--- config.mk ---
export PLATFORM = sky130hd
export DESIGN_NAME = link_rx_deframer
export DESIGN_NICKNAME = d
export VERILOG_FILES = /design/src/rtl/link_pkg.sv /design/src/rtl/link_sync_detect.sv /design/src/rtl/link_rx_deframer.sv
export SDC_FILE = /design/constraint.sdc
export NUM_CORES = 1
export LEC_CHECK = 0
export BUFFER_PORTS_ARGS = -buffer_cell sky130_fd_sc_hd__buf_2
export CORE_ASPECT_RATIO = 0.9
export CORE_UTILIZATION = 57
export CTS_BUF_LIST = sky130_fd_sc_hd__clkbuf_16
export DETAILED_ROUTE_END_ITERATION = 16
export GPL_ROUTABILITY_DRIVEN = 0
export GPL_TIMING_DRIVEN = 1
export PLACE_DENSITY = 0.78
export SLEW_MARGIN = 5
export SYNTH_ARGS = -nofsm -noshare
export SYNTH_HDL_FRONTEND = slang
export SYNTH_SLANG_ARGS = --single-unit
export TNS_END_PERCENT = 100
--- constraint.sdc ---
create_clock -name clkin -period 2.8 [get_ports clkin]
set_input_delay 0.28 -clock clkin [delete_from_list [all_inputs] [get_ports clkin]]
set_output_delay 0.28 -clock clkin [all_outputs]
set_load 0.02 [all_outputs]
--- src/rtl/link_pkg.sv ---
// Shared link constants and deframer state encoding, common to the transmit framer.
package link_pkg;

  typedef enum logic [1:0] {HUNT, SYNC, DATA, PAR} state_t;

  localparam int unsigned LINK_SYNC_W       = 4;
  localparam logic [3:0]  LINK_SYNC_PATTERN = 4'b1110;
  localparam int unsigned LINK_DATA_W       = 4;

endpackage

--- src/rtl/link_sync_detect.sv ---
// Sync-word window: the last SYNC_W received bits (including the one sampled this edge)
// compared against SYNC_PATTERN; the deframer decides when the match is meaningful.
module link_sync_detect
  import link_pkg::*;
#(
  parameter int unsigned         SYNC_W       = LINK_SYNC_W,
  parameter logic [SYNC_W-1:0]   SYNC_PATTERN = LINK_SYNC_PATTERN
) (
  input  logic i_clk,
  input  logic i_rst_n,
  input  logic i_bit,
  output logic o_match
);

  // Only the older SYNC_W-1 bits are stored; the newest bit comes straight from i_bit.
  logic [SYNC_W-2:0] r_win;
  logic [SYNC_W-1:0] w_next;

  assign w_next  = {r_win, i_bit};
  assign o_match = (w_next == SYNC_PATTERN);

  always_ff @(posedge i_clk or negedge i_rst_n) begin
    if (!i_rst_n) r_win <= '0;
    else          r_win <= w_next[SYNC_W-2:0];
  end

endmodule

--- src/rtl/link_rx_deframer.sv ---
// Receive deframer: hunts for the sync word, extracts payload + even parity, tracks lock.
// Optional saturating error counter enabled by defining DEFRAMER_ERRCNT_EN.
module link_rx_deframer
  import link_pkg::*;
#(
  parameter int unsigned       SYNC_W       = LINK_SYNC_W,
  parameter logic [SYNC_W-1:0] SYNC_PATTERN = LINK_SYNC_PATTERN,
  parameter int unsigned       DATA_W       = LINK_DATA_W,
  parameter int unsigned       LOCK_FRAMES  = 2,
  parameter int unsigned       LOSS_FRAMES  = 2
) (
  input  logic              clkin,
  input  logic              rstn,
  input  logic              datain,
  output logic [0:DATA_W-1] data_out,
  output logic              data_valid,
  output logic              parity_err,
  output logic              sync_err,
  output logic              locked,
  output logic [3:0]        err_count
);

  localparam int unsigned CNT_MAX = (SYNC_W > DATA_W) ? SYNC_W : DATA_W;
  localparam int unsigned CNT_W   = (CNT_MAX > 1) ? $clog2(CNT_MAX) : 1;

  state_t            r_state, w_state_n;
  logic [CNT_W-1:0]  r_cnt, w_cnt_n;
  logic [0:DATA_W-1] r_stage, w_stage_n;
  logic [0:DATA_W-1] r_data, w_data_n;
  logic              r_par, w_par_n;
  logic              r_valid, w_valid_n;
  logic              r_perr, w_perr_n;
  logic              r_serr, w_serr_n;
  logic              r_locked, w_locked_n;
  logic [2:0]        r_good, w_good_n;
  logic [2:0]        r_bad, w_bad_n;
  logic              w_match;

  link_sync_detect #(
    .SYNC_W       (SYNC_W),
    .SYNC_PATTERN (SYNC_PATTERN)
  ) u_sync_detect (
    .i_clk   (clkin),
    .i_rst_n (rstn),
    .i_bit   (datain),
    .o_match (w_match)
  );

  always_ff @(posedge clkin or negedge rstn) begin
    if (!rstn) begin
      r_state  <= HUNT;
      r_cnt    <= '0;
      r_stage  <= '0;
      r_data   <= '0;
      r_par    <= 1'b0;
      r_valid  <= 1'b0;
      r_perr   <= 1'b0;
      r_serr   <= 1'b0;
      r_locked <= 1'b0;
      r_good   <= '0;
      r_bad    <= '0;
    end else begin
      r_state  <= w_state_n;
      r_cnt    <= w_cnt_n;
      r_stage  <= w_stage_n;
      r_data   <= w_data_n;
      r_par    <= w_par_n;
      r_valid  <= w_valid_n;
      r_perr   <= w_perr_n;
      r_serr   <= w_serr_n;
      r_locked <= w_locked_n;
      r_good   <= w_good_n;
      r_bad    <= w_bad_n;
    end
  end

  always_comb begin
    w_state_n  = r_state;
    w_cnt_n    = r_cnt;
    w_stage_n  = r_stage;
    w_data_n   = r_data;
    w_par_n    = r_par;
    w_valid_n  = 1'b0;
    w_perr_n   = 1'b0;
    w_serr_n   = 1'b0;
    w_locked_n = r_locked;
    w_good_n   = r_good;
    w_bad_n    = r_bad;
    unique case (r_state)
      HUNT: begin
        if (w_match) begin
          w_state_n = DATA;
          w_cnt_n   = '0;
          w_par_n   = 1'b0;
          w_bad_n   = '0;
        end
      end
      DATA: begin
        // Shift toward index 0 so the first payload bit ends up in data_out[0].
        w_stage_n = {r_stage[1:DATA_W-1], datain};
        w_par_n   = r_par ^ datain;
        if (r_cnt == CNT_W'(DATA_W - 1)) begin
          w_state_n = PAR;
          w_cnt_n   = '0;
        end else begin
          w_cnt_n = r_cnt + CNT_W'(1);
        end
      end
      PAR: begin
        w_state_n = SYNC;
        w_cnt_n   = '0;
        if ((r_par ^ datain) == 1'b0) begin
          w_data_n  = r_stage;
          w_valid_n = 1'b1;
          if (r_good != 3'd7) w_good_n = r_good + 3'd1;
          if (w_good_n == 3'(LOCK_FRAMES)) w_locked_n = 1'b1;
        end else begin
          w_perr_n = 1'b1;
          w_good_n = '0;
        end
      end
      SYNC: begin
        if (r_cnt == CNT_W'(SYNC_W - 1)) begin
          w_cnt_n = '0;
          w_par_n = 1'b0;
          if (w_match) begin
            w_bad_n   = '0;
            w_state_n = DATA;
          end else begin
            w_serr_n = 1'b1;
            w_good_n = '0;
            if (r_bad != 3'd7) w_bad_n = r_bad + 3'd1;
            if (w_bad_n >= 3'(LOSS_FRAMES)) begin
              w_state_n  = HUNT;
              w_locked_n = 1'b0;
            end else begin
              w_state_n = DATA;
            end
          end
        end else begin
          w_cnt_n = r_cnt + CNT_W'(1);
        end
      end
      default: w_state_n = HUNT;
    endcase
  end

  assign data_out   = r_data;
  assign data_valid = r_valid;
  assign parity_err = r_perr;
  assign sync_err   = r_serr;
  assign locked     = r_locked;

`ifdef DEFRAMER_ERRCNT_EN
  logic [3:0] r_err;

  // Counts on the same edge the error pulse is registered.
  always_ff @(posedge clkin or negedge rstn) begin
    if (!rstn)                                       r_err <= '0;
    else if ((w_perr_n || w_serr_n) && r_err != 4'hF) r_err <= r_err + 4'd1;
  end

  assign err_count = r_err;
`else
  assign err_count = 4'h0;
`endif

endmodule
# ---- Yosys cells after proc, flatten, opt, wreduce, memory -nomap -nowiden
# Index checks and enable logic that the tools add are counted.
# Widths: inputs -> output; s select.
dict set report op_classes {
  n_addsub 3
  magnitude_cmp 1
  n_eq_ne 15
  muxes 40
  bitwise 2
  n_reduce_logical 11
}
# op n
set op_table {}
lappend op_table {{$mux 3} 13}
lappend op_table {{$mux 1} 14}
lappend op_table {{$mux 2} 7}
lappend op_table {{$ne 2x2->1 const B} 6}
lappend op_table {{$pmux 3 s2} 2}
lappend op_table {{$reduce_and 3->1} 4}
lappend op_table {{$pmux 2 s4} 1}
lappend op_table {{$add 3x1->3 const B} 2}
lappend op_table {{$eq 2x2->1 const B} 3}
lappend op_table {{$ne 3x3->1 const B} 2}
lappend op_table {{$pmux 2 s3} 1}
lappend op_table {{$reduce_and 6->1} 1}
lappend op_table {{$eq 4x4->1 const B} 1}
lappend op_table {{$reduce_bool 2->1} 2}
lappend op_table {{$eq 3x2->1 const B} 1}
lappend op_table {{$ge 3x2->1 const B} 1}
lappend op_table {{$pmux 1 s3} 1}
lappend op_table {{$reduce_bool 3->1} 1}
lappend op_table {{$add 2x1->2 const B} 1}
lappend op_table {{$eq 2x1->1 const B} 1}
lappend op_table {{$logic_not 2->1} 1}
lappend op_table {{$ne 2x1->1 const B} 1}
lappend op_table {{$pmux 1 s2} 1}
lappend op_table {{$reduce_and 2->1} 1}
lappend op_table {{3 further kinds} 3}
dict set report totals {
  ff_bits 26
  in_bits 3
  out_inout_bits 12
}

# ---- Longest topological paths before layout
# Gate-level depths: netlist (run 1).
dict set report logic_depth {
  word_depth 10
  mapped_depth 6
}

# ---- Cells and area by module
# Synthesis (run 1) repeated with hierarchy kept, for this count alone.
dict set report hier_totals {
  hier_cells 121
  hier_area_um2 1323.8
}
# module instances cells_per_inst area_per_inst_um2
set by_module_without_submodules {}
lappend by_module_without_submodules {link_rx_deframer 1 117 1238.7}
lappend by_module_without_submodules {link_sync_detect 1 4 85.1}

# ---- Worst setup path after synthesis (run 1)
# Ideal clock, no wire load.
dict set report synth_path {
  kind {register -> register}
  startpoint {register r_state[0]}
  endpoint {register r_par}
  setup_ps 133
  arrival_time_ps 1463
  t_required_ps 2667
  path_slack_ps 1204
  stages_incl_launch_ff 7
  path_buffers 1
  synth_period_minus_slack_ps 1596
  cell_sequence {dfrtp_1 > inv_1 > ha_1 > clkbuf_1 > and2b_2 > a2111oi_0 > o2bb2ai_1}
}
dict set report synth_via {
  elab_chain_len 3
  elab_cells_between_ends 8
  classes_between {4 x eq/ne; 1 x mux; 3 x reduce/logical}
}
# item line_no
set synth_rtl {}
lappend synth_rtl {{start, declared} link_rx_deframer.sv:26} ;# state_t r_state, w_state_n;
lappend synth_rtl {{start signal, assigned} link_rx_deframer.sv:63} ;# r_state <= w_state_n;
lappend synth_rtl {{$eq 2x1->1 (tied with other cells)} link_rx_deframer.sv:89} ;# unique case (r_state)
lappend synth_rtl {{$ne 2x2->1 (no source line) (tied with other cells)} -}
lappend synth_rtl {{$reduce_and 3->1 (no source line)} -}
lappend synth_rtl {{end signal, assigned} link_rx_deframer.sv:67} ;# r_par <= w_par_n;
lappend synth_rtl {{end, declared} link_rx_deframer.sv:30} ;# logic r_par, w_par_n;
# Several ways; a longest one is shown, not always the timed one.
# A chain may end at the register's enable or synchronous reset.

# ---- Worst setup path in the final report (run 1)
dict set report layout_path {
  startpoint {register r_state[1]}
  endpoint {register r_bad[1]}
}
dict set report layout_via {
  elab_chain_len 3
  elab_cells_between_ends 7
  classes_between {3 x eq/ne; 1 x mux; 3 x reduce/logical}
}
# item line_no
set layout_rtl {}
lappend layout_rtl {{$eq 2x1->1 / $logic_not 2->1 (equally long branches)} link_rx_deframer.sv:89}
lappend layout_rtl {{$ne 2x2->1 (no source line) (tied with other cells)} -}
lappend layout_rtl {{$reduce_and 3->1 (no source line)} -}
lappend layout_rtl {{end signal, assigned} link_rx_deframer.sv:73} ;# r_bad <= w_bad_n;
lappend layout_rtl {{end, declared} link_rx_deframer.sv:36} ;# logic [2:0] r_bad, w_bad_n;
# Several ways; a longest one is shown, not always the timed one.

==> results of run 1 <==
-- worst paths after layout --
kind                                               endpoint  slack, ns  cells after the start
setup / recovery                       r_bad[1]$_DFFE_PN0P_       0.98                      5
hold / removal                      data_out[2]$_DFFE_PN0P_       0.02                      1
setup reg to reg                       r_bad[1]$_DFFE_PN0P_       0.98                      5
hold reg to reg            u_sync_detect.r_win[2]$_DFF_PN0_       0.42                      0
max in group asynchronous                sync_err$_DFF_PN0_       2.40                      1
min in group clkin         u_sync_detect.r_win[0]$_DFF_PN0_       0.20                      1
-- power by group through the flow --
| stage | combinational (mW) | sequential [mW] | clock [mW] |
|---|---|---|---|
| after floorplan | 0.512 | 0.651 | 0 |
| after global placement | 0.688 | 0.606 | 0 |
| after detailed placement | 0.720 | 0.615 | 0 |
| after CTS | 0.734 | 0.609 | 0.414 |
| after global routing | 0.806 | 0.631 | 0.426 |
| final | 0.735 | 0.608 | 0.412 |
-- stage by stage --
stage / cell area [um2] / cells / power [mW] / util, %
3_5_place_dp: 1430 / 157 / 1.335 / 63.78
5_1_grt: 1535 / 161 / 1.862 / 68.47
6_report: 1535 / 161 / 1.755 / 68.47
4_1_cts: 1535 / 161 / 1.756 / 68.47
3_3_place_gp: 1430 / 157 / 1.294 / 63.78
2_1_floorplan: 1399 / 128 / 1.163 / -
-- area by class of cell --
cell class              instances  area (um2)  share of cell area (%)
repair buffers                 10       50.05                   3.260
flip-flops and latches         26       650.6                   42.38
clock buffers                   3       75.07                   4.890
well taps                      27       33.78                   2.200
inverters                       8       30.03                   1.956
multi-input cells              86       665.6                   43.36
clock inverters                 1       30.03                   1.956
-- cell usage in the layout, fill, tap and decap left out, types with 2 or more instances in the layout --
master     count
a211o_1        2
a21oi_1        4
a31o_2         2
buf_2         10
clkbuf_16      3
conb_1         4
dfrtp_1       26
ha_1          11
inv_1          8
mux2_2         8
mux2i_1        3
nand2_1        8
nor2_1         5
nor2b_1        6
nor3b_1        2
o21ai_0        4
o2bb2ai_1      3
o31ai_1        2
-- metal layers --
metal	part of all wire, %	routed length [um]	track usage, %
met1	48	1154	28.31
met2	47	1134	32.10
met3	4.4	107	5.607
met4	1.2	28	5.128
met5	0	0	0
-- sequential cells by signal, indices dropped and copies added (netlist names) --
signal,flops
u_sync_detect.r_win,3
sync_err,1
locked,1
data_out,4
parity_err,1
r_par,1
r_cnt,2
r_stage,4
r_bad,3
r_state,2
data_valid,1
r_good,3
-- cell families after synthesis --
group,count (synthesis),share of synthesized area [%]
DFF,26,46.89
xor gates and xnor gates,1,0.6313
and+or+nand+nor,32,13.53
adders and majority gates,11,9.919
muxes,11,8.657
AOI/OAI and AO/OA,27,14.16
buffers and inverters,16,5.951
other,1,0.2703
-- worst reg2reg max path, delay by kind of cell, from the launching register on --
kind / cells / cell delay, ns
adders and majority gates: 1 / 0.37
DFF: 1 / 0.42
AOI/OAI and AO/OA: 1 / 0.08
and+or+nand+nor: 2 / 0.70
buffers and inverters: 1 / 0.15
==> reports/metrics.yaml, run 1 <==
nets: 149
syn-cell-area_um2: 1388
skew_ns: 0.005366
clock_latency_ns: 0.26
fp-row-count: 16
chipWidth_um: 54.01
final.setup.tns_ns: 0
clk_path_buf_depth: 2
numPortBuffers: 10
startpoint_type: "flop"
wirelength_mm: 2.424
worstPathArrival_ns: 1.98
antenna_cells: 0
netSwitchingFraction_pct: 35.37
drtPass1Iterations: 4
async_reset_ff_share_pct: 100.0
max-vdd-ir-drop_v: 0.0008999
cts_resized: 0
fin_crit_ns: 1.816
worst_slack_ns: 0.9839
finalHoldWorstSlack_ns: 0.01746
p_comb_share_pct: 41.9
rsz0062_at_grt: "false"
path_class: "flop to flop"
worst-path-max-fanout: 11
numCtsBuffers: 3
cp_cell_sequence: "inv_1 > ha_1 > nand2_1 > or4_1 > o31ai_1"
first_global_vias: 894
grt_overflow: 0
crit_start: "r_state[1]$_DFFE_PN0P_"
holdBufCountCts: 0
ys_seq_elements: 26
netlist.area_leader.share_pct: 46.89
end_kind: "flop"
io_pins: 15
drtIter0Drc: 15
p_seq_share_pct: 34.7
core_area_um2: 2242
maxCapViolations: 0
synth_edf_count: 0
yosysTopAreaCell: "dfrtp_1"
die_h_um: 48.81
p_leak_nw: 0.7594
cts_tree: "done"
remaining_drc_errors: 0
power_density_nw_per_um2: 1143
post-synth-top-count-cell: "dfrtp_1"
finalHoldViolCount: 0
dpl.hpwl_mm: 1.670
syn_avg_cell_area_um2: 11.10
critPathMaxStageDelay_ns: 0.50
syn_inst: 125
grt_pass1_wl_mm: 3.926
pwr-share-clk_pct: 23.5
dp_slack_ns: 1.033
setup-violations-final: 0
ant_nets: 0
die-area_um2: 2636
critPathRequiredTime_ns: 2.96
crit_path_top_delay_cell: "or4_1"
relSlewSlack_pct: 60.85
drive_gt1_share_pct: 20.15
yosys_warnings: 0
via_count: 930
timing.rr.start: "r_state[1]$_DFFE_PN0P_"
ys.flop_type: "dfrtp_1"
areaGrowthSynthToFinish_pct: 10.64
switchingPower_mw: 0.6209
synth.distinct_cells: 41
timing.final.crit_share_pct: 64.86
clk_pin_slew_ns: 0.07
p_int_mw: 1.134
cts_num_sinks: 26
cts.htree.levels: 1
antenna_found_initial: 0
viasPerCell: 5.776
path_delay_family: "simple AND/OR/NAND/NOR gates"
synth_common_cells: "dfrtp_1, ha_1, inv_1, mux2_2, nand2_1"
post_cts_buffers: 0
fill_cells: 173
wire_per_inst_um: 15.06
clock.fmax_mhz: 550.6
critPathBufInv: 1
slew_violations: 0
outcome: "complete, no violations"
seq_area_frac_synth_pct: 46.89
root_buffer: "clkbuf_16"
grt_max_degree: 27
grt_usage_pct: 20.61
tightest_slew_ns: 0.5872
initial_core_util_pct: 61.89
yosys-top-cells-area: "dfrtp_1, ha_1, mux2_2, nor2b_1, mux2i_1"
min_path_type: "input port to async pin"
Note: power is estimated with default switching activity, not from simulation.
==> run 2: changes to the inputs <==
clock period = 1.7 ns   (was 2.8 ns; I/O delays follow)
==> reports/metrics.yaml, run 2 (same netlist as run 1, synthesis figures left out) <==
outcome: "complete, no violations"
root_buffer: "clkbuf_16"
clock.fmax_mhz: 627.4
finalHoldViolCount: 0
fin_area_um2: 1570
io_pins: 15
grt_usage_pct: 21.66
drtPass1Iterations: 4
ant_nets: 0
r2r-end: "r_bad[1]$_DFFE_PN0P_"
timing.final.crit_share_pct: 93.76
first_global_vias: 941
core_area_um2: 2242
post_cts_buffers: 0
areaGrowthSynthToFinish_pct: 13.17
final_common_cell: "dfrtp_1"
r2r_slack_ns: 0.11
pwr-share-clk_pct: 17.7
min_path_type: "input port to flop"
r2r_cells: 5
remaining_drc_errors: 0
grt_max_degree: 27
path_class: "flop to flop"
chipWidth_um: 54.01
initial_core_util_pct: 61.89
finalPower_mw: 2.793
cp-endpoint: "r_bad[1]$_DFFE_PN0P_"
cts_num_sinks: 26
fp-row-count: 16
drtIter0Drc: 9
numPortBuffers: 10
grt_overflow: 0
clk_path_buf_depth: 2
skew_ns: 0.002588
cts.htree.levels: 1
p_int_mw: 1.786
grt_pass1_wl_mm: 4.126
slew_violations: 0
final_cell_mix: "dfrtp_1, buf_2, ha_1"
clk_pin_slew_ns: 0.06
critPathRequiredTime_ns: 1.86
numCtsBuffers: 3
p_comb_share_pct: 46.1
startpoint_type: "flop"
maxCapViolations: 0
antenna_cells: 0
p_seq_share_pct: 36.2
place_area_um2: 1468
drive_gt1_share_pct: 25.18
cts_tree: "done"
clock_latency_ns: 0.25
worst-path-max-fanout: 11
power_density_nw_per_um2: 1779
switchingPower_mw: 1.007
fill_cells: 163
nets: 155
finalHoldWorstSlack_ns: 0.09260
wirelength_mm: 2.384
rsz0062_at_grt: "true"
antenna_found_initial: 0
die_h_um: 48.81
end_kind: "flop"
tightest_slew_ns: 0.5679
multi_input_area_um2: 683.2
via_count: 975
netSwitchingFraction_pct: 36.05
die-area_um2: 2636
setup-violations-final: 0
max-vdd-ir-drop_v: 0.001336
seq_area_um2: 650.6
relSlewSlack_pct: 62.14
fin_crit_ns: 1.594
worstPathArrival_ns: 1.76
wire_per_inst_um: 14.36
dpl.hpwl_mm: 1.752
p_leak_nw: 0.7750
viasPerCell: 5.873
timing.rr.start: "r_state[1]$_DFFE_PN0P_"
crit_start: "r_state[1]$_DFFE_PN0P_"
run 2: cell count changes in the layout (fill, tap and decap cells not counted), sizes merged:
cell / before / now
buf: 10 / 15
dlygate4sd3: 0 / 1
bufinv: 1 / 0
run 2: power by group through the flow:
stage / clock [mW] / sequential (mW) / combinational, mW
2_1_floorplan: 0 / 1.07 / 0.843
3_3_place_gp: 0 / 0.998 / 1.20
3_5_place_dp: 0 / 1.02 / 1.25
4_1_cts: 0.510 / 1.01 / 1.25
5_1_grt: 0.527 / 1.05 / 1.43
6_report: 0.495 / 1.01 / 1.29
run 2: repair_timing:
action,CTS,global route
endpoints found under the hold margin,26,0
hold buffers,1,0
setup endpoints to repair,0,7
resized for setup,0,5
run 2: stage by stage:
step	std cells	utilization [%]	setup slack [ns]	TNS [ns]
after floorplan	128	-	0.1036	0
after global placement	162	65.46	0.09952	0
after detailed placement	162	65.46	0.007123	0
after CTS	166	69.25	0.005602	0
after global routing	166	70.03	-0.03134	-0.03134
final	166	70.03	0.1061	0
run 2: metal layers:
layer | vias up | share of wire, % | global-route usage (%)
li1 | 467 | - | -
met1 | 487 | 47 | 28.54
met2 | 17 | 49 | 34.36
met3 | 4 | 3.5 | 6.231
met4 | 0 | 0.80 | 5.983
met5 | - | 0 | 0
run 2: worst min-delay path by stage:
stage                                  endpoint  startpoint  depth (start not counted)
5_1_grt        u_sync_detect.r_win[0]$_DFF_PN0_      datain                          1
4_1_cts        u_sync_detect.r_win[0]$_DFF_PN0_      datain                          1
2_1_floorplan           data_out[0]$_DFFE_PN0P_        rstn                          0
6_report       u_sync_detect.r_win[0]$_DFF_PN0_      datain                          1
3_5_place_dp               data_valid$_DFF_PN0_        rstn                          1
3_3_place_gp               data_valid$_DFF_PN0_        rstn                          1
run 2: layout make-up:
| type | instances | share of cell area, % |
|---|---|---|
| clock buffer | 3 | 4.781 |
| inverter | 8 | 1.912 |
| multi-input combinational | 86 | 43.51 |
| sequential | 26 | 41.43 |
| tap | 27 | 2.151 |
| timing repair buffer | 16 | 6.215 |
run 2: worst max-delay path, cell delays in order, from the launching register on:
cell and delay [ns]:
dfrtp_1 0.41, inv_1 0.14, ha_2 0.32, nand2_1 0.09, or4_1 0.47, o31ai_1 0.08
==> run 3: changes to the inputs <==
--- a/config.mk
+++ b/config.mk
@@ -7,11 +7,13 @@
 export LEC_CHECK = 0
 export BUFFER_PORTS_ARGS = -buffer_cell sky130_fd_sc_hd__buf_2
+export CELL_PAD_IN_SITES_DETAIL_PLACEMENT = 0
+export CELL_PAD_IN_SITES_GLOBAL_PLACEMENT = 2
 export CORE_ASPECT_RATIO = 0.9
-export CORE_UTILIZATION = 57
+export CORE_UTILIZATION = 38
 export CTS_BUF_LIST = sky130_fd_sc_hd__clkbuf_16
 export DETAILED_ROUTE_END_ITERATION = 16
 export GPL_ROUTABILITY_DRIVEN = 0
 export GPL_TIMING_DRIVEN = 1
-export PLACE_DENSITY = 0.78
+export PLACE_DENSITY_LB_ADDON = 0.1
 export SLEW_MARGIN = 5
 export SYNTH_ARGS = -nofsm -noshare
==> constraint.sdc (replaced) <==
create_clock -name clkin -period 1.7 [get_ports clkin]
set_input_delay 0.085 -clock clkin [delete_from_list [all_inputs] [get_ports clkin]]
set_output_delay 0.085 -clock clkin [all_outputs]
set_load 0.02 [all_outputs]
==> reports/metrics.yaml, run 3 (same netlist as run 1, synthesis figures left out) <==
r2r-end: "r_bad[1]$_DFFE_PN0P_"
clk_path_buf_depth: 2
critPathMaxStageDelay_ns: 0.47
io_pins: 15
initial_core_util_pct: 40.47
critPathBufInv: 1
fin_crit_ns: 1.606
end_kind: "flop"
crit_path_top_delay_cell: "or4_1"
cp.depth: 5
die_h_um: 59.33
min_path_type: "input port to flop"
clk_pin_slew_ns: 0.07
grt_usage_pct: 15.57
grt_overflow: 0
drtIter0Drc: 39
timing.final.crit_share_pct: 94.45
fill_cells: 317
wirelength_mm: 2.617
r2r_cells: 5
wl_met2_mm: 1.251
wire_per_inst_um: 14.15
p_leak_nw: 0.7790
met3_length_um: 112
final_common_cell: "dfrtp_1"
via_count: 977
critPathRequiredTime_ns: 1.87
cp_cell_sequence: "inv_1 > ha_2 > nand2_1 > or4_1 > o31ai_1"
remaining_drc_errors: 0
finalHoldViolCount: 0
startpoint_type: "flop"
first_global_vias: 946
chipWidth_um: 65.70
path_delay_family: "simple AND/OR/NAND/NOR gates"
areaGrowthSynthToFinish_pct: 15.33
fp-row-count: 20
cts.htree.levels: 1
final_cell_mix: "dfrtp_1, buf_2, ha_1"
antenna_found_initial: 0
dpl.hpwl_mm: 1.849
slew_violations: 0
grt_pass1_wl_mm: 4.450
clock.fmax_mhz: 622.8
timing.rr.start: "r_state[1]$_DFFE_PN0P_"
numCtsBuffers: 3
outcome: "complete, no violations"
clock_latency_ns: 0.26
cts_tree: "done"
core_area_um2: 3428
antenna_cells: 0
tightest_slew_ns: 0.5846
worst-path-max-fanout: 8
nets: 156
max-vdd-ir-drop_v: 0.0007907
drive_gt1_share_pct: 25.53
finalHoldWorstSlack_ns: 0.006741
path_class: "flop to flop"
drtPass1Iterations: 4
relSlewSlack_pct: 61.03
setup-violations-final: 0
finalPower_mw: 2.837
power_density_nw_per_um2: 1773
viasPerCell: 5.281
ant_nets: 0
cts_num_sinks: 26
cp-endpoint: "r_bad[1]$_DFFE_PN0P_"
crit_start: "r_state[1]$_DFFE_PN0P_"
skew_ns: 0.002700
grt_max_degree: 27
wl_met1_mm: 1.233
numPortBuffers: 10
worstPathArrival_ns: 1.78
r2r_slack_ns: 0.09
root_buffer: "clkbuf_16"
maxCapViolations: 0
die-area_um2: 3897
highest_layer: "met4"
[run 3: cell count changes in the layout (fill, tap and decap cells not counted)]
cell / before / now
a21oi_2: 0 / 1
nor4b_2: 1 / 0
nor4b_1: 0 / 1
a21oi_1: 4 / 3
buf_4: 5 / 6
clkinv_1: 0 / 1
[run 3: metal layers]
| metal | global-route usage, % | vias up |
|---|---|---|
| met5 | 0 | - |
| met4 | 3.727 | 0 |
| met3 | 4.038 | 2 |
| met2 | 26.68 | 24 |
| met1 | 19.59 | 482 |
| li1 | - | 469 |
[run 3: timing repair]
action | in CTS | in global routing
hold endpoints to repair | 26 | 0
gates resized for setup | 2 | 3
hold buffers | 1 | 0
cloned | 0 | 0
setup buffers | 0 | 0
setup endpoints to repair | 1 | 3
[run 3: power breakdown]
| part | internal (mW) | total [mW] | switching [mW] | leakage, nW |
|---|---|---|---|---|
| Combinational | 0.639 | 1.31 | 0.668 | 0.419 |
| Clock | 0.315 | 0.527 | 0.212 | 0.0385 |
| Sequential | 0.844 | 1.00 | 0.159 | 0.321 |
| Total | 1.80 | 2.84 | 1.04 | 0.779 |
[run 3: final cells by class]
cell class / instances / area, um2 / area share [%]
clock buffers: 3 / 75.07 / 4.691
clock inverters: 1 / 3.754 / 0.2346
inverters: 8 / 30.03 / 1.876
multi-input cells: 86 / 680.7 / 42.53
flip-flops and latches: 26 / 650.6 / 40.66
well taps: 44 / 55.05 / 3.440
repair buffers: 17 / 105.1 / 6.568
[run 3: how the worst min path moves through the flow]
stage               cells past startpoint                               end  startpoint
floorplan                               0           data_out[0]$_DFFE_PN0P_        rstn
global placement                        1             r_good[0]$_DFFE_PN0P_        rstn
detailed placement                      1             r_good[1]$_DFFE_PN0P_        rstn
CTS                                     1  u_sync_detect.r_win[0]$_DFF_PN0_      datain
global route                            1  u_sync_detect.r_win[0]$_DFF_PN0_      datain
finish                                  1  u_sync_detect.r_win[0]$_DFF_PN0_      datain
[run 3: stage by stage]
step                      setup slack (ns)   TNS [ns]  util (%)  cells  area, um2
after CTS                          0.05693          0     46.35    185       1589
after global routing             -0.002215  -0.002215     46.68    185       1600
after floorplan                     0.1036          0         -    128       1399
after detailed placement          -0.01701   -0.01701     43.65    180       1496
after global placement            -0.02142   -0.02142     43.65    180       1496
final                              0.09442          0     46.68    185       1600
